==> src/rtl/lsu_pkg.sv <==
// Load/store unit shared types: FSM states, access sizes, decoded op struct,
// ALU operation codes for memory ops, and lane/alignment helper functions.
package lsu_pkg;

  localparam int unsigned OP_WIDTH   = 8;
  localparam int unsigned RD_WIDTH   = 5;
  localparam int unsigned WORD_WIDTH = 32;
  localparam int unsigned STRB_WIDTH = 4;

  // Memory-op codes as emitted by the decode-stage ALU-operation generator.
  localparam logic [OP_WIDTH-1:0] ALU_OPERATIONS_LB  = 8'h20;
  localparam logic [OP_WIDTH-1:0] ALU_OPERATIONS_LH  = 8'h21;
  localparam logic [OP_WIDTH-1:0] ALU_OPERATIONS_LW  = 8'h22;
  localparam logic [OP_WIDTH-1:0] ALU_OPERATIONS_LBU = 8'h23;
  localparam logic [OP_WIDTH-1:0] ALU_OPERATIONS_LHU = 8'h24;
  localparam logic [OP_WIDTH-1:0] ALU_OPERATIONS_SB  = 8'h25;
  localparam logic [OP_WIDTH-1:0] ALU_OPERATIONS_SH  = 8'h26;
  localparam logic [OP_WIDTH-1:0] ALU_OPERATIONS_SW  = 8'h27;

  typedef enum logic [1:0] {IDLE, REQ, WAIT_R} lsu_state_t;
  typedef enum logic [1:0] {BYTE, HALF, WORD} lsu_size_t;

  typedef struct packed {
    logic      is_load;
    logic      is_store;
    lsu_size_t size;
    logic      is_unsigned;
  } lsu_op_t;

  // Decode an ALU operation code; non-memory codes yield all-zero flags.
  function automatic lsu_op_t lsu_decode(input logic [OP_WIDTH-1:0] code);
    lsu_op_t op;
    op = '0;
    case (code)
      ALU_OPERATIONS_LB:  begin op.is_load = 1'b1; op.size = BYTE; end
      ALU_OPERATIONS_LH:  begin op.is_load = 1'b1; op.size = HALF; end
      ALU_OPERATIONS_LW:  begin op.is_load = 1'b1; op.size = WORD; end
      ALU_OPERATIONS_LBU: begin op.is_load = 1'b1; op.size = BYTE; op.is_unsigned = 1'b1; end
      ALU_OPERATIONS_LHU: begin op.is_load = 1'b1; op.size = HALF; op.is_unsigned = 1'b1; end
      ALU_OPERATIONS_SB:  begin op.is_store = 1'b1; op.size = BYTE; end
      ALU_OPERATIONS_SH:  begin op.is_store = 1'b1; op.size = HALF; end
      ALU_OPERATIONS_SW:  begin op.is_store = 1'b1; op.size = WORD; end
      default: ;
    endcase
    return op;
  endfunction

  function automatic logic lsu_aligned(input lsu_size_t size, input logic [1:0] off);
    case (size)
      HALF:    return ~off[0];
      WORD:    return (off == 2'b00);
      default: return 1'b1;
    endcase
  endfunction

  function automatic logic [STRB_WIDTH-1:0] lsu_wstrb(input lsu_size_t size, input logic [1:0] off);
    case (size)
      BYTE:    return 4'b0001 << off;
      HALF:    return off[1] ? 4'b1100 : 4'b0011;
      default: return 4'b1111;
    endcase
  endfunction

  // Replicate the store operand across every lane it could land in.
  function automatic logic [WORD_WIDTH-1:0] lsu_wdata(input lsu_size_t size, input logic [WORD_WIDTH-1:0] d);
    case (size)
      BYTE:    return {4{d[7:0]}};
      HALF:    return {2{d[15:0]}};
      default: return d;
    endcase
  endfunction

endpackage

==> src/rtl/load_store_unit_if.sv <==
// Data-memory port: single-outstanding req/gnt/rvalid handshake.
// master = load/store unit side, slave = memory side.
interface load_store_unit_if #(
  parameter int unsigned ADDR_WIDTH = 32,
  parameter int unsigned DATA_WIDTH = 32
);
  localparam int unsigned STRB_WIDTH = DATA_WIDTH / 8;

  logic                  mem_req;
  logic                  mem_gnt;
  logic                  mem_we;
  logic [ADDR_WIDTH-1:0] mem_addr;
  logic [STRB_WIDTH-1:0] mem_wstrb;
  logic [DATA_WIDTH-1:0] mem_wdata;
  logic                  mem_rvalid;
  logic [DATA_WIDTH-1:0] mem_rdata;

  modport master (
    output mem_req, mem_we, mem_addr, mem_wstrb, mem_wdata,
    input  mem_gnt, mem_rvalid, mem_rdata
  );

  modport slave (
    input  mem_req, mem_we, mem_addr, mem_wstrb, mem_wdata,
    output mem_gnt, mem_rvalid, mem_rdata
  );
endinterface

==> src/rtl/load_store_unit_load_aligner.sv <==
// Combinational load extraction: picks the addressed byte/half from the read
// word and sign- or zero-extends it; words pass through.
// Ports: rdata (read word), offset (address[1:0]), size, is_unsigned -> result_c.
module load_aligner
  import lsu_pkg::*;
(
  input  logic [WORD_WIDTH-1:0] rdata,
  input  logic [1:0]            offset,
  input  lsu_size_t             size,
  input  logic                  is_unsigned,
  output logic [WORD_WIDTH-1:0] result_c
);
  logic [7:0]  byte_sel;
  logic [15:0] half_sel;

  always_comb begin
    byte_sel = rdata[{offset, 3'b000} +: 8];
    half_sel = offset[1] ? rdata[31:16] : rdata[15:0];
    case (size)
      BYTE:    result_c = {{24{byte_sel[7] & ~is_unsigned}}, byte_sel};
      HALF:    result_c = {{16{half_sel[15] & ~is_unsigned}}, half_sel};
      default: result_c = rdata;
    endcase
  end
endmodule

==> src/rtl/load_store_unit.sv <==
// Memory-stage load/store unit. Accepts one op in IDLE, checks alignment,
// drives a single-outstanding request to data memory and returns an extended,
// rd-tagged load result (or a bare completion pulse for stores).
// Ports: clk/rst; upstream req_valid/req_ready, alu_operation, address,
// store_data, rd_in, flush; response resp_valid, load_data, rd_out,
// misaligned_fault; mem (data-memory master port).
module load_store_unit
  import lsu_pkg::*;
#(
  parameter int unsigned ADDR_WIDTH = 32,
  parameter int unsigned DATA_WIDTH = 32
) (
  input  logic                  clk,
  input  logic                  rst,
  input  logic                  req_valid,
  output logic                  req_ready,
  input  logic [OP_WIDTH-1:0]   alu_operation,
  input  logic [ADDR_WIDTH-1:0] address,
  input  logic [DATA_WIDTH-1:0] store_data,
  input  logic [RD_WIDTH-1:0]   rd_in,
  input  logic                  flush,
  output logic                  resp_valid,
  output logic [DATA_WIDTH-1:0] load_data,
  output logic [RD_WIDTH-1:0]   rd_out,
  output logic                  misaligned_fault,
  load_store_unit_if.master     mem
);
  lsu_state_t state, state_n;
  logic       kill_q, kill_n;
  logic       store_q;
  lsu_size_t  size_q;
  logic       uns_q;
  logic [1:0] off_q;
  logic [RD_WIDTH-1:0] rd_q;

  lsu_op_t    op_in;
  logic       aligned_c;
  logic       accept;
  logic       fault_n, resp_n;
  logic [DATA_WIDTH-1:0] load_n;
  logic [RD_WIDTH-1:0]   rd_n;
  logic [WORD_WIDTH-1:0] extracted_c;

  assign op_in     = lsu_decode(alu_operation);
  assign aligned_c = lsu_aligned(op_in.size, address[1:0]);

  load_aligner u_load_aligner (
    .rdata       (mem.mem_rdata),
    .offset      (off_q),
    .size        (size_q),
    .is_unsigned (uns_q),
    .result_c    (extracted_c)
  );

  // Next-state and response decisions.
  always_comb begin
    state_n = state;
    kill_n  = kill_q;
    accept  = 1'b0;
    fault_n = 1'b0;
    resp_n  = 1'b0;
    load_n  = '0;
    rd_n    = '0;
    case (state)
      IDLE: begin
        if (req_valid && (op_in.is_load || op_in.is_store)) begin
          if (aligned_c) begin
            accept  = 1'b1;
            kill_n  = 1'b0;
            state_n = REQ;
          end else begin
            fault_n = 1'b1;
          end
        end
      end
      REQ: begin
        // A flush coinciding with the grant is deferred into WAIT_R.
        if (mem.mem_gnt) begin
          if (store_q) begin
            state_n = IDLE;
            resp_n  = 1'b1;
          end else begin
            state_n = WAIT_R;
            kill_n  = flush;
          end
        end else if (flush) begin
          state_n = IDLE;
        end
      end
      WAIT_R: begin
        if (flush) kill_n = 1'b1;
        if (mem.mem_rvalid) begin
          state_n = IDLE;
          if (!(kill_q || flush)) begin
            resp_n = 1'b1;
            load_n = DATA_WIDTH'(extracted_c);
            rd_n   = rd_q;
          end
        end
      end
      default: state_n = IDLE;
    endcase
  end

  // State, captured request and registered outputs.
  always_ff @(posedge clk) begin
    if (rst) begin
      state            <= IDLE;
      kill_q           <= 1'b0;
      store_q          <= 1'b0;
      size_q           <= BYTE;
      uns_q            <= 1'b0;
      off_q            <= 2'b00;
      rd_q             <= '0;
      req_ready        <= 1'b1;
      resp_valid       <= 1'b0;
      misaligned_fault <= 1'b0;
      load_data        <= '0;
      rd_out           <= '0;
      mem.mem_req      <= 1'b0;
      mem.mem_we       <= 1'b0;
      mem.mem_addr     <= '0;
      mem.mem_wstrb    <= '0;
      mem.mem_wdata    <= '0;
    end else begin
      state            <= state_n;
      kill_q           <= kill_n;
      req_ready        <= (state_n == IDLE);
      resp_valid       <= resp_n;
      misaligned_fault <= fault_n;
      load_data        <= load_n;
      rd_out           <= rd_n;
      mem.mem_req      <= (state_n == REQ);
      if (accept) begin
        store_q       <= op_in.is_store;
        size_q        <= op_in.size;
        uns_q         <= op_in.is_unsigned;
        off_q         <= address[1:0];
        rd_q          <= rd_in;
        mem.mem_we    <= op_in.is_store;
        mem.mem_addr  <= {address[ADDR_WIDTH-1:2], 2'b00};
        mem.mem_wstrb <= op_in.is_store ? lsu_wstrb(op_in.size, address[1:0]) : '0;
        mem.mem_wdata <= op_in.is_store ? DATA_WIDTH'(lsu_wdata(op_in.size, WORD_WIDTH'(store_data))) : '0;
      end else if (state_n != REQ) begin
        mem.mem_we    <= 1'b0;
        mem.mem_wstrb <= '0;
        mem.mem_wdata <= '0;
      end
    end
  end
endmodule
==> src/flat_wrapper.sv <==
// flat-port wrapper written by rule: the top's interface ports become plain ports
module load_store_unit_flat import lsu_pkg::*;
#(
  parameter int unsigned ADDR_WIDTH = 32,
  parameter int unsigned DATA_WIDTH = 32
)
  (clk, rst, req_valid, req_ready, alu_operation, address, store_data, rd_in, flush, resp_valid, load_data, rd_out, misaligned_fault, mem_mem_req, mem_mem_we, mem_mem_addr, mem_mem_wstrb, mem_mem_wdata, mem_mem_gnt, mem_mem_rvalid, mem_mem_rdata);
  load_store_unit_if #(.ADDR_WIDTH(ADDR_WIDTH), .DATA_WIDTH(DATA_WIDTH)) mem_i ();
  input  logic clk;
  input  logic rst;
  input  logic req_valid;
  output logic req_ready;
  input  logic [OP_WIDTH-1:0] alu_operation;
  input  logic [ADDR_WIDTH-1:0] address;
  input  logic [DATA_WIDTH-1:0] store_data;
  input  logic [RD_WIDTH-1:0] rd_in;
  input  logic flush;
  output logic resp_valid;
  output logic [DATA_WIDTH-1:0] load_data;
  output logic [RD_WIDTH-1:0] rd_out;
  output logic misaligned_fault;
  output wire logic [$bits(mem_i.mem_req)-1:0] mem_mem_req;
  output wire logic [$bits(mem_i.mem_we)-1:0] mem_mem_we;
  output wire logic [$bits(mem_i.mem_addr)-1:0] mem_mem_addr;
  output wire logic [$bits(mem_i.mem_wstrb)-1:0] mem_mem_wstrb;
  output wire logic [$bits(mem_i.mem_wdata)-1:0] mem_mem_wdata;
  input wire logic [$bits(mem_i.mem_gnt)-1:0] mem_mem_gnt;
  input wire logic [$bits(mem_i.mem_rvalid)-1:0] mem_mem_rvalid;
  input wire logic [$bits(mem_i.mem_rdata)-1:0] mem_mem_rdata;
  assign mem_mem_req = mem_i.mem_req;
  assign mem_mem_we = mem_i.mem_we;
  assign mem_mem_addr = mem_i.mem_addr;
  assign mem_mem_wstrb = mem_i.mem_wstrb;
  assign mem_mem_wdata = mem_i.mem_wdata;
  assign mem_i.mem_gnt = mem_mem_gnt;
  assign mem_i.mem_rvalid = mem_mem_rvalid;
  assign mem_i.mem_rdata = mem_mem_rdata;
  load_store_unit #(.ADDR_WIDTH(ADDR_WIDTH), .DATA_WIDTH(DATA_WIDTH)) u_core (.clk(clk), .rst(rst), .req_valid(req_valid), .req_ready(req_ready), .alu_operation(alu_operation), .address(address), .store_data(store_data), .rd_in(rd_in), .flush(flush), .resp_valid(resp_valid), .load_data(load_data), .rd_out(rd_out), .misaligned_fault(misaligned_fault), .mem(mem_i));
endmodule
==> config.mk <==
export PLATFORM = sky130hd
export DESIGN_NAME = load_store_unit_flat
export DESIGN_NICKNAME = d
export VERILOG_FILES = /design/src/rtl/lsu_pkg.sv /design/src/rtl/load_store_unit_if.sv /design/src/rtl/load_store_unit_load_aligner.sv /design/src/rtl/load_store_unit.sv /design/src/flat_wrapper.sv
export SDC_FILE = /design/constraint.sdc
export NUM_CORES = 1
export LEC_CHECK = 0
export BUFFER_PORTS_ARGS = -buffer_cell sky130_fd_sc_hd__buf_4
export CORE_UTILIZATION = 35
export CTS_CLUSTER_SIZE = 40
export DETAILED_ROUTE_END_ITERATION = 8
export GPL_TIMING_DRIVEN = 0
export PLACE_DENSITY_LB_ADDON = 0.15
export SETUP_SLACK_MARGIN = 0.5
export SYNTH_ARGS = -nofsm -noshare
export SYNTH_HDL_FRONTEND = slang
export SYNTH_SLANG_ARGS = --single-unit
==> constraint.sdc <==
create_clock -name clk -period 4.3 [get_ports clk]
set_input_delay 0.86 -clock clk [delete_from_list [all_inputs] [get_ports clk]]
set_output_delay 0.86 -clock clk [all_outputs]
set_load 0.02 [all_outputs]
After elaboration in Yosys (flattened, before gate mapping)
Cells that the tools add are included.
{"block": "op_classes", "eq_ne": 20, "shifts": 2, "n_mux": 40, "bitwise": 8, "reduce_logical": 18}
{"operator": "case mux 32 bit (2 select lines)", "n": 2}
{"operator": "two-way mux 32 bit", "n": 3}
{"operator": "== test 8 x 6 -> 1 bit, second input constant", "n": 8}
{"operator": "variable part select 32 x 6 -> 8 bit", "n": 1}
{"operator": "two-way mux 1 bit", "n": 18}
{"operator": "two-way mux 16 bit", "n": 1}
{"operator": "two-way mux 4 bit", "n": 4}
{"operator": "two-way mux 2 bit", "n": 6}
{"operator": "logical NOT 2 bit", "n": 5}
{"operator": "OR reduction 3 bit", "n": 3}
{"operator": "== test 2 x 1 -> 1 bit, second input constant", "n": 4}
{"operator": "case mux 4 bit (2 select lines)", "n": 1}
{"operator": "inequality test 2 x 1 -> 1 bit, second input constant", "n": 3}
{"operator": "inequality test 2 bit, second input constant", "n": 3}
{"operator": "inverter 1 bit", "n": 6}
{"operator": "case mux 2 bit (3 select lines)", "n": 1}
{"operator": "AND reduction 6 bit", "n": 1}
{"operator": "OR reduction 5 bit", "n": 1}
{"operator": "== test 2 bit, second input constant", "n": 2}
{"operator": "case mux 1 bit (2 select lines)", "n": 2}
{"operator": "case mux 2 bit (2 select lines)", "n": 1}
{"operator": "OR reduction 2 bit", "n": 2}
{"operator": "OR reduction 4 bit", "n": 1}
{"operator": "left shift 1 x 2 -> 4 bit, first input constant", "n": 1}
{"operator": "other kinds (6)", "n": 8}
{"block": "word_totals", "reg_bits": 122, "input_bits": 115, "output_inout_bits": 110, "word_cells": 105}

Depth between registers and ports, before layout
Gate-level depths: netlist of run 1.
{"block": "depth", "word_depth": 11, "depth_mapped": 14}

Hierarchy
A second synthesis of run 1 with hierarchy kept.
{"block": "unflattened", "hier_cells": 581, "hier_area_um2": 5141.2}
{"module": "load_store_unit", "instances": 1, "cells_per_inst": 459, "area_per_inst_um2": 4446.8}
{"module": "load_aligner", "instances": 1, "cells_per_inst": 122, "area_per_inst_um2": 694.4}

Worst setup path after synthesis of run 1
No wires, ideal clock.
{"block": "synth_timing", "path_type": "in2reg", "from": "input port alu_operation[4]", "to": "register u_core.mem.mem_wdata[28]", "setup_ns": 0.070, "arrival_time_ns": 3.625, "path_slack_ns": 0.605, "cell_stages": 12, "cell_sequence": "nor4_2 > nand2_1 > buf_2 > nor2_1 > inv_2 > clkbuf_1 > ha_1 > nor3_4 > o31ai_2 > a2111oi_4 > buf_6 > o2bb2ai_1"}
{"block": "synth_between", "elab_chain_cells": 10}
{"item": "from (decl)", "line_no": "flat_wrapper.sv:13", "rtl": "input logic [OP_WIDTH-1:0] alu_operation;"}
{"item": "== test 8 x 6 -> 1 bit", "line_no": "lsu_pkg.sv:34", "rtl": "case (code)"}
{"item": "OR reduction 3 bit (no line) / OR reduction 2 bit (equally long branches)"}
{"item": "case mux 2 bit (2 select lines)", "line_no": "lsu_pkg.sv:34"}
{"item": "== test 2 bit / == test 2 x 1 -> 1 bit (equally long branches)", "line_no": "lsu_pkg.sv:49, lsu_pkg.sv:66"}
{"item": "case mux 1 bit (2 select lines)", "line_no": "lsu_pkg.sv:49", "rtl": "case (size)"}
{"item": "two-way mux 2 bit", "line_no": "load_store_unit.sv:67", "rtl": "if (aligned_c) begin"}
{"item": "two-way mux 2 bit", "line_no": "load_store_unit.sv:66", "rtl": "if (req_valid && (op_in.is_load || op_in.is_store)) begin"}
{"item": "case mux 2 bit (3 select lines)", "line_no": "load_store_unit.sv:64", "rtl": "case (state)"}
{"item": "inequality test 2 x 1 -> 1 bit", "line_no": "load_store_unit.sv:144", "rtl": "end else if (state_n != REQ) begin"}
{"item": "nonzero test 2 bit (no line)"}
{"item": "to (signal assigned)", "line_no": "load_store_unit.sv:143", "rtl": "mem.mem_wdata <= op_in.is_store ? DATA_WIDTH'(lsu_wdata(op_in.size, WORD_WIDTH'(store_data))) : '0;"}
{"item": "to (decl)", "line_no": "load_store_unit_if.sv:19", "rtl": "output mem_req, mem_we, mem_addr, mem_wstrb, mem_wdata,"}
Several ways; a longest one is shown, not always the timed one.
A chain may end at the register's enable or synchronous reset.

Worst setup path in the final report of run 1
{"block": "layout_timing", "from": "input port alu_operation[4]", "to": "register u_core.mem.mem_wdata[5]"}
{"block": "layout_between", "elab_chain_cells": 10}
{"item": "== test 8 x 6 -> 1 bit", "line_no": "lsu_pkg.sv:34"}
{"item": "OR reduction 3 bit (no line) / OR reduction 2 bit (equally long branches)"}
{"item": "case mux 2 bit (2 select lines)", "line_no": "lsu_pkg.sv:34"}
{"item": "== test 2 bit / == test 2 x 1 -> 1 bit (equally long branches)", "line_no": "lsu_pkg.sv:49"}
{"item": "case mux 1 bit (2 select lines)", "line_no": "lsu_pkg.sv:49"}
{"item": "two-way mux 2 bit", "line_no": "load_store_unit.sv:67"}
{"item": "two-way mux 2 bit", "line_no": "load_store_unit.sv:66"}
{"item": "case mux 2 bit (3 select lines)", "line_no": "load_store_unit.sv:64"}
{"item": "inequality test 2 x 1 -> 1 bit", "line_no": "load_store_unit.sv:144"}
{"item": "nonzero test 2 bit (no line)"}
Several ways; a longest one is shown, not always the timed one.

==> results of run 1 <==
-- path summary, 6_finish.rpt --
kind	endpoint	start	slack [ps]
hold / removal	u_core.rd_out[1]	u_core.rd_q[1]	430
hold reg to reg	u_core.rd_out[1]	u_core.rd_q[1]	430
setup reg to reg	u_core.mem.mem_addr[22]	u_core.state[1]	1910
setup / recovery	u_core.mem.mem_wdata[5]	alu_operation[4]	650
-- sequential cells by signal, summed over array words and instances, names as in the netlist, 2 cells and up --
name / flops
u_core.rd_out: 5
u_core.mem.mem_addr: 30
u_core.size_q: 2
u_core.rd_q: 5
u_core.state: 2
u_core.mem.mem_wstrb: 4
u_core.mem.mem_wdata: 32
u_core.off_q: 2
u_core.load_data: 32
-- per-layer routing --
metal  share of wire (%)  routed length, microns  vias to the layer above
met3                 7.2                    1090                       15
met5                   0                       0                        -
met4                 1.4                     217                        0
li1                    -                       -                     2504
met1                  45                    6840                     2321
met2                  46                    6920                      196
-- Yosys cell counts (2+ instances only) --
cell,instances,area [sq um]
and3_1,9,56.3
nor3_1,2,10.0
nor3b_1,2,15.0
o2bb2ai_2,12,180
a2bb2oi_1,2,17.5
a31oi_1,4,25.0
a211o_1,2,17.5
buf_6,3,33.8
nand2b_1,11,68.8
buf_2,3,15.0
o2bb2ai_1,12,105
mux2i_1,2,20.0
a21o_1,3,22.5
a21oi_1,83,415
a221oi_1,7,61.3
inv_1,20,75.1
buf_4,2,15.0
clkbuf_1,32,120
nand3_1,8,40.0
nor2b_1,6,37.5
nor4_2,2,25.0
a22o_1,12,105
buf_1,3,11.3
nand2_1,115,432
or3_1,2,12.5
mux2_2,7,78.8
nand4b_1,2,17.5
ha_1,7,87.6
o21ai_0,6,30.0
nor2_1,45,169
a221o_1,8,80.1
dfxtp_1,122,2440
-- area by class of cell --
type                       instances  area, sq um
fill                            1331         6400
sequential                       122         2440
multi-input combinational        395         2370
timing repair buffer             226         1690
clock buffer                      24          452
tap                              180          225
buffer                            43          204
clock inverter                     8          120
inverter                          21         78.8
-- logic make-up (layout without fill, tap and decap cells) --
group	after synthesis	count (layout)
AND/OR/NAND/NOR	211	211
AO/OA/AOI/OAI	165	165
flip-flops	122	122
buffers and inverters	64	322
multiplexers	10	10
adder cells (fa/ha/maj)	7	7
other	1	2
-- metrics by stage --
step	power, mW	utilization, %	cell area [sq um]	hold slack, ps
after floorplan	1.23	-	5080	409
after global placement	1.35	49.8	6960	418
after detailed placement	1.35	49.8	6960	419
after CTS	2.74	54.1	7570	428
after global routing	2.81	54.3	7590	442
final	2.71	54.3	7590	426
-- report_power, final --
part	switching, mW	internal (mW)	leakage, nW
sequential	0.00226	1.14	0.983
combinational	0.0887	0.102	2.00
clock	0.475	0.907	0.272
-- critical path, delay by kind of cell --
family / cells / cell delay (ps)
buffers and inverters: 6 / 1010
AOI/OAI and AO/OA: 4 / 1010
and+or+nand+nor: 3 / 680
adders and majority gates: 1 / 350
-- repair_timing --
item	CTS	global route
hold endpoints to repair	0	0
setup endpoints to repair	77	77
gates resized for setup	6	5
pin swaps	1	1
hold buffers	0	0
setup buffers	3	2
==> metrics.md, run 1 <==
| Metric | Value |
|---|---|
| Xor/xnor cell area share of the yosys netlist | 0% |
| EDFF count, synth | 0 |
| CTS tree | done |
| CP required | 4590 ps |
| Share of cells above drive strength 1 | a little over a third |
| DR pass1 iterations | 5 |
| Clk_skew | 6.88 ps |
| CTS Sinks | 122 |
| Post-synthesis compound-gate area fraction | between 20% and 30% |
| Hold Crit Depth | 2 |
| Placed insts | 982 |
| Drt drc | 0 |
| Max_slew headroom | 45.8% |
| Post-Synth Adder-Cell Area | about 1.7% |
| Tightest Hold Check Type | reg -> reg |
| DIE HEIGHT | 122 microns |
| Mux cell area share after synthesis | around 2.4% |
| WS Path Type | in -> reg |
| Least-Margin Pin Slew | 806 ps |
| Avg Inst Size Synth | 8.75 sq um |
| Critical Path Sink Type | flip-flop |
| Site Rows | between 40 and 50 |
| Dpl ws | -279 ps |
| Worst-path cell chain | buf_4 -> nor4_2 -> nand2_1 -> buf_2 -> nor2_2 -> inv_2 -> buf_2 -> ha_1 -> o311a_1 -> a21oi_2 -> a2111oi_4 -> buf_4 -> buf_6 -> a22o_1 |
| IO buf count | 221 |
| RSZ-0062 raised after global routing | false |
| Post-route ant nets | 0 |
| # nets final | 948 |
| Commonest non-fill, non-tap cell in the layout | buf_4 |
| Core box area | 14000 sq um |
| First-pass GRT wire length | 23700 microns |
| Number of synthesis warnings | 0 |
| Post-route setup slack | 653 ps |
| Worst vdd ir | 0.228 mV |
| Final min period | 3650 ps |
| Max stage delay cell, worst path | o311a_1 |
| Antenna Diode Count | 0 |
| CTS H-tree lvls | 4 |
| Largest net degree at the start of global routing | 17 |
| Status | finished clean |
| Initial antenna violation count | 0 |
| Worst EP arrival | slightly below 4000 ps |
| R2r worst-path depth | 8 |
| Maxcap violations | 0 |
| Post-synth ARST share | 0% |
| Syn Inst Count | 580 |
| Vias in the first global route | 4844 |
| Final hold vios | 0 |
| Die width | 122 microns |
| Final Cycle Share | 84.8% |
| Final Setup Violations | 0 |
| Initial DRC count | ~230 |
| Final wirelength | between 15000 and 20000 microns |
| Die Area | approximately 15000 sq um |
| Critical Path Max Stage Delay | 460 ps |
| Vias | 5036 |
| Non-Filler Instances | 1019 |
| CTS clk-pin slew, worst paths | approximately 50 ps |
| Startpoint types | input pin |
| Synthesis-stage register bit count | 122 |
| Worst skew pair latency | between 400 and 500 ps |
| Met1 usage | about a quarter |
| Max Buffers Root-to-Sink | 2 |
| Simple-Gate Fraction of Synth Area | 18.8% |
| Distinct cell type count after synthesis | 56 |
| Cell area after synthesis | ~5000 sq um |
| Grt met2 use | 33.3% |
| GP Congestion | 0.868 |
| Maximum fanout along the worst path | 11 |
| Slew Limit Fails | 0 |
| Overflow after GRT | 0 |
| Root Buffer | clkbuf_16 |
| Leak pwr | 3.25 nW |
| Most Crowded Layer GR | met2 |
| Dpl hpwl | 11500 microns |
| Initial Util | 36.3% |
| Met3 Use GR | 4.79% |
| Cell area power density | 357 nW/um^2 |
| Area grow syn2layout | 49.5% |
| Top FF cell, synth | dfxtp_1 |
| Most frequent cells in the layout | buf_4, dfxtp_1, nand2_1, a21oi_1, nor2_1 |
| Fin Setup TNS | 0 ps |
| Drt via density | 4.94 |
| Main combinational cell family by area after synthesis | compound AO/OA/AOI/OAI gates |
| DR WL/cell | roughly 15 microns |
| Sequential-to-total area share from yosys stat | 48.1% |
| GRT Overall Usage | approximately a fifth |
| Num CTS Buffers | 17 |
| Boundary pin count | 225 |
| Max Fclk | 274 MHz |
(Power assumes the default switching activity.)
==> inputs of run 2 (changes only) <==
==> constraint.sdc (replaced) <==
create_clock -name clk -period 3.6 [get_ports clk]
set_input_delay 0.72 -clock clk [delete_from_list [all_inputs] [get_ports clk]]
set_output_delay 0.72 -clock clk [all_outputs]
set_load 0.02 [all_outputs]
==> run 2 against run 1 <==
- die area stayed put
- register-to-register slack lost 680 ps
- clock power up 32%
- first-iteration DRC count grew 2.7%
- total power is 26% higher
- sequential share of layout area is 0.79 points lower
- setup slack got worse by 70 ps
- via count is essentially flat
- sequential power rose by 19%
- wire length increased by 2.7%
- critical path type unchanged
- critical endpoint is now u_core.mem.mem_wdata[6]
==> metrics.md, run 2 (synthesis results as in run 1) <==
| Metric | Value |
|---|---|
| IO buf count | about 220 |
| Drt via density | ~4.9 |
| Leak pwr | about 3.3 nW |
| Antenna Diode Count | 0 |
| DR top layer | met4 |
| # nets final | 950 |
| Startpoint types | input pin |
| Least-Margin Pin Slew | 628 ps |
| Dpl ws | -317 ps |
| RSZ-0062 raised after global routing | false |
| Slew Limit Fails | 0 |
| Final Setup Violations | 0 |
| DR pass1 iterations | 5 |
| R2r worst-path depth | 9 |
| Biggest regs | u_core.load_data x32, u_core.mem.mem_wdata x32, u_core.mem.mem_addr x30 |
| Num CTS Buffers | 17 |
| Site Rows | 43 |
| Fin Setup TNS | 0 ps |
| Final wirelength | between 15000 and 20000 microns |
| Metal-1 WL | 6660 microns |
| Initial DRC count | 231 |
| Die Area | 15000 sq um |
| Worst skew pair latency | between 400 and 500 ps |
| DR WL/cell | 15.2 microns |
| Root Buffer | clkbuf_16 |
| Initial antenna violation count | 0 |
| DIE HEIGHT | 122 microns |
| Final Cycle Share | 83.8% |
| Sequential cell area | 2440 sq um |
| First-pass GRT wire length | 23700 microns |
| Most frequent cells in the layout | buf_4, dfxtp_1, nand2_1, a21oi_1, nor2_1 |
| Terminus of the critical flop-to-flop path | u_core.mem.mem_wdata[6] |
| Min-Delay Endpoint | u_core.rd_out[0] |
| Worst vdd ir | about 0.26 mV |
| Hold Path Origin | u_core.rd_q[0] |
| Area grow syn2layout | 53.3% |
| Final min period | 3020 ps |
| Hold WS | about 430 ps |
| Tot Pwr | 3.41 mW |
| Core box area | 14000 sq um |
| Post-route ant nets | 0 |
| GP Congestion | 0.844 |
| Met3 Wirelength | 1230 microns |
| Critical Path Sink Type | flip-flop |
| Initial Util | a little over a third |
| Die width | roughly 120 microns |
| WS Path Type | in -> reg |
| GRT Overall Usage | 20.6% |
| Share of cells above drive strength 1 | 36.8% |
| Max Buffers Root-to-Sink | 2 |
| CTS clk-pin slew, worst paths | 50 ps |
| Overflow after GRT | 0 |
| CTS tree | done |
| Boundary pin count | 225 |
| Post-route setup slack | 584 ps |
| Vias in the first global route | 4861 |
| Worst R2R Start | u_core.state[1] |
| Dpl hpwl | 11600 microns |
| CTS H-tree lvls | 4 |
| Maxcap violations | 0 |
| Status | finished clean |
| Max_slew headroom | between 50 and 60% |
| CP required | roughly 4000 ps |
| Metal2 WL | around 7400 microns |
| Largest net degree at the start of global routing | 17 |
| Layout Utilization | 55.6% |
| Max Fclk | 332 MHz |
| Flop-to-flop setup slack | 1230 ps |
| Commonest non-fill, non-tap cell in the layout | buf_4 |
| Cell area power density | about 440 nW/um^2 |
| FILL cells | 1295 |
| Hold Crit Depth | 2 |
| Crit. Startpoint | alu_operation[3] |
| Clk_skew | 4.64 ps |
| CTS Sinks | roughly 120 |
| Final hold vios | 0 |
| Drt drc | 0 |
| Vias | ~5000 |
| Maximum fanout along the worst path | 11 |
| Worst EP arrival | approximately 3400 ps |
| Hold-fix buffers, CTS | 0 |
| Multi-input logic area | approximately 2500 sq um |
| Tightest Hold Check Type | reg -> reg |
==> run 2: cell count changes in the layout (fill, tap and decap cells not counted), sizes merged <==
cell | previous run | this run
buf | 237 | 239
clkbuf | 56 | 54
bufinv | 3 | 5
clkinv | 3 | 4
clkinvlp | 2 | 0
==> run 2: repair_timing <==
item,4_1_cts,5_1_grt
cloned,0,0
resized for setup,8,17
buffers inserted,4,3
endpoints found under the setup margin,77,77
pin swaps,3,5
==> run 2: how the worst max path moves through the flow <==
| stage | end | slack, ps | cells past startpoint |
|---|---|---|---|
| CTS | u_core.mem.mem_wdata[15] | 500 | 15 |
| finish | u_core.mem.mem_wdata[6] | 580 | 15 |
| global placement | u_core.mem.mem_wdata[31] | -270 | 14 |
| floorplan | u_core.mem.mem_wdata[28] | 370 | 13 |
| detailed placement | u_core.mem.mem_wdata[31] | -320 | 14 |
| global route | u_core.mem.mem_wdata[19] | 510 | 14 |
==> run 2: final cells by class <==
| class | instances | share of cell area (%) |
|---|---|---|
| inverters | 21 | 1.05 |
| multi-input cells | 395 | 31.5 |
| repair buffers | 228 | 22.0 |
| well taps | 180 | 2.89 |
| clock buffers | 22 | 5.84 |
| flip-flops and latches | 122 | 31.4 |
| plain buffers | 43 | 3.10 |
| clock inverters | 9 | 2.19 |
==> run 2: where the power goes <==
| group | internal [mW] | leakage (nW) | total, mW | switching, mW |
|---|---|---|---|---|
| Clock | 1.24 | 0.308 | 1.82 | 0.579 |
| Combinational | 0.124 | 2.04 | 0.232 | 0.108 |
| Sequential | 1.36 | 0.983 | 1.36 | 0.00281 |
| Total | 2.72 | 3.33 | 3.41 | 0.690 |
==> run 2: layer usage <==
metal / vias to the layer above / global-route usage [%]
li1: 2506 / -
met4: 0 / 9.07
met1: 2313 / 25.3
met5: - / 0
met3: 19 / 6.27
met2: 201 / 33.2
==> run 2: per-stage QoR <==
stage / std cells / cell area [sq um]
floorplan: 581 / 5130
global placement: 982 / 7020
detailed placement: 982 / 7020
CTS: 1017 / 7690
global route: 1020 / 7780
finish: 1020 / 7780
==> run 2: critical path, stage by stage <==
cell       delay, ps
buf_4            120
nor4_4           310
nand2_2           90
buf_6            160
nor2_4           160
inv_4             80
clkbuf_8         190
ha_4             170
nor2b_4          130
nor3_4           280
o31ai_4          120
a2111oi_4        320
buf_6            190
buf_6            150
a22o_1           140
==> inputs of run 3 (changes only) <==
--- a/config.mk
+++ b/config.mk
@@ -5,6 +5,7 @@
 export SDC_FILE = /design/constraint.sdc
 export NUM_CORES = 1
 export LEC_CHECK = 0
+export ABC_AREA = 1
 export BUFFER_PORTS_ARGS = -buffer_cell sky130_fd_sc_hd__buf_4
 export CORE_UTILIZATION = 35
 export CTS_CLUSTER_SIZE = 40
==> constraint.sdc (replaced) <==
create_clock -name clk -period 2.75 [get_ports clk]
set_input_delay 0.55 -clock clk [delete_from_list [all_inputs] [get_ports clk]]
set_output_delay 0.55 -clock clk [all_outputs]
set_load 0.02 [all_outputs]
==> run 3 against run 2 <==
- combinational power up 52%
- count of clock-buffer cells in the layout down 2
- via count up 13%
- register-to-register slack worse by 400 ps
==> metrics.md, run 3 <==
| Metric | Value |
|---|---|
| # nets final | 1069 |
| Worst skew pair latency | between 400 and 500 ps |
| Biggest regs | u_core.load_data x32, u_core.mem.mem_wdata x32, u_core.mem.mem_addr x30 |
| Worst EP arrival | about 2600 ps |
| Hold WS | between 300 and 400 ps |
| Worst vdd ir | 0.632 mV |
| Placed insts | 1091 |
| Final Cell Area | 8310 sq um |
| Die width | 124 microns |
| Maxcap violations | 0 |
| Cell area power density | 540 nW/um^2 |
| Sequential share of power | 39.6% |
| Final min period | between 2000 and 2500 ps |
| Post-route setup slack | 475 ps |
| Vias in the first global route | 5258 |
| Overflow after GRT | 0 |
| Initial antenna violation count | 0 |
| Most frequent cells in the layout | buf_4, nand2_1, dfxtp_1, a21oi_1, nand4_1 |
| Drt drc | 0 |
| Commonest non-fill, non-tap cell in the layout | buf_4 |
| Boundary pin count | ~230 |
| Core box area | 14500 sq um |
| Max Fclk | 440 MHz |
| Cell area after synthesis | 5220 sq um |
| Max Buffers Root-to-Sink | 2 |
| Initial Util | 35.9% |
| Post-route ant nets | 0 |
| Dpl ws | -159 ps |
| Avg Inst Size Synth | 7.62 sq um |
| Initial DRC count | 339 |
| Vias | 5692 |
| Post-synth ARST share | 0% |
| Sequential-to-total area share from yosys stat | 46.8% |
| Tot Pwr | 4.49 mW |
| Final Setup Violations | 0 |
| CTS H-tree lvls | 4 |
| Post-synth top area cell | dfxtp_1 |
| IO buf count | between 200 and 250 |
| Non-Filler Instances | roughly 1100 |
| Least-Margin Pin Slew | 569 ps |
| Largest net degree at the start of global routing | 17 |
| Share of cells above drive strength 1 | 35.8% |
| Logic gate share of total power | 7.8% |
| Num CTS Buffers | 17 |
| Share of the synthesized area in the top cell type | 46.8% |
| First-pass GRT wire length | roughly 26000 microns |
| Layout Utilization | 57.2% |
| Fin Setup TNS | 0 ps |
| Final wirelength | between 15000 and 20000 microns |
| Clock power frac | roughly 53% |
| Pint | approximately 3.5 mW |
| Maximum fanout along the worst path | 6 |
| CTS clk-pin slew, worst paths | 60 ps |
| Startpoint types | input pin |
| Number of synthesis warnings | 0 |
| EDFF count, synth | 0 |
| RSZ-0062 raised after global routing | true |
| Synthesis-stage register bit count | 122 |
| WS Path Type | in -> reg |
| DR WL/cell | 15.2 microns |
| Top-count cell post-synth | nand2_1 |
| Critical Path Sink Type | flip-flop |
| FILL cells | 1398 |
| Site Rows | 44 |
| Die Area | around 15000 sq um |
| Syn Inst Count | 685 |
| DIE HEIGHT | around 120 microns |
| Final Cycle Share | 82.7% |
| CP required | ~3000 ps |
| Ranking of synthesized cells by area | dfxtp_1, nand2_1, a21oi_1 |
| Clk_skew | 5.25 ps |
| Leak pwr | 3.58 nW |
| Top FF cell, synth | dfxtp_1 |
| GP Congestion | about 0.88 |
| Switching pwr | 0.981 mW |
| Area grow syn2layout | 59.2% |
| Final hold vios | 0 |
| GRT Overall Usage | 22.4% |
| CTS Sinks | 122 |
| DP Area | 7220 sq um |
| Max_slew headroom | 62.1% |
| Antenna Diode Count | 0 |
| Tightest Hold Check Type | in -> reg |
| Hold-fix buffers, CTS | 0 |
| Distinct cell type count after synthesis | 29 |
| Root Buffer | clkbuf_16 |
| Slew Limit Fails | 0 |
| Net Sw Frac | ~22% |
| Dpl hpwl | 12800 microns |
| CTS tree | done |
| Commonest cells post-synth | nand2_1, dfxtp_1, a21oi_1 |
| Status | finished clean |
| Drt via density | 4.98 |
| DR pass1 iterations | 5 |
run 3: layer usage:
metal  track usage, %  up-vias  part of all wire [%]
met5                0        -                     0
met4             6.18        0                   1.1
met3             8.38       17                   8.8
met2             35.9      223                    47
met1             28.1     2609                    43
li1                 -     2843                     -
run 3: final timing paths:
kind	start	to	slack, ps	depth (start not counted)
max reg2reg	u_core.state[1]	u_core.mem.mem_wdata[19]	830	10
min reg2reg	u_core.rd_q[1]	u_core.rd_out[1]	440	2
max	alu_operation[3]	u_core.mem.mem_wdata[19]	480	14
min	address[22]	u_core.mem.mem_addr[22]	390	3
run 3: layout make-up:
class                      instances  area [sq um]  area share (%)
buffer                            52           407            4.89
clock buffer                      20           457            5.49
clock inverter                    12           171            2.06
inverter                          40           178            2.14
multi-input combinational        472          2510            30.2
sequential                       122          2440            29.4
tap                              184           230            2.77
timing repair buffer             242          1920            23.1
run 3: critical path, stage by stage:
cell	delay [ps]
buf_6	110
inv_12	50
nand2_4	60
o21ai_4	180
nand2_4	90
buf_8	130
ha_4	240
nand3b_1	180
nand4_4	220
a21oi_4	230
buf_6	170
buf_8	130
nand4_1	90
a21oi_1	160
run 3: kinds of logic (layout without fill, tap and decap cells):
logic type | after synthesis | count (layout) | synth area share (%)
and+or+nand+nor | 281 | 281 | 23.3
AOI/OAI and AO/OA | 175 | 175 | 18.9
DFF | 122 | 122 | 46.8
buffers and inverters | 92 | 366 | 7.95
adders and majority gates | 7 | 7 | 1.68
muxes | 7 | 7 | 1.34
other | 1 | 2 | 0.0718
run 3: timing repair:
action / in CTS / in global routing
pin swaps: 9 / 18
resized for setup: 37 / 33
buffers inserted: 14 / 3
cloned: 2 / 2
setup endpoints to repair: 80 / 82
run 3: power groups by stage:
stage / Sequential (mW) / Clock (mW) / Combinational [mW]
finish: 1.78 / 2.36 / 0.352
global route: 1.78 / 2.50 / 0.381
CTS: 1.78 / 2.40 / 0.334
detailed placement: 1.82 / 0 / 0.322
global placement: 1.82 / 0 / 0.323
floorplan: 1.82 / 0 / 0.126
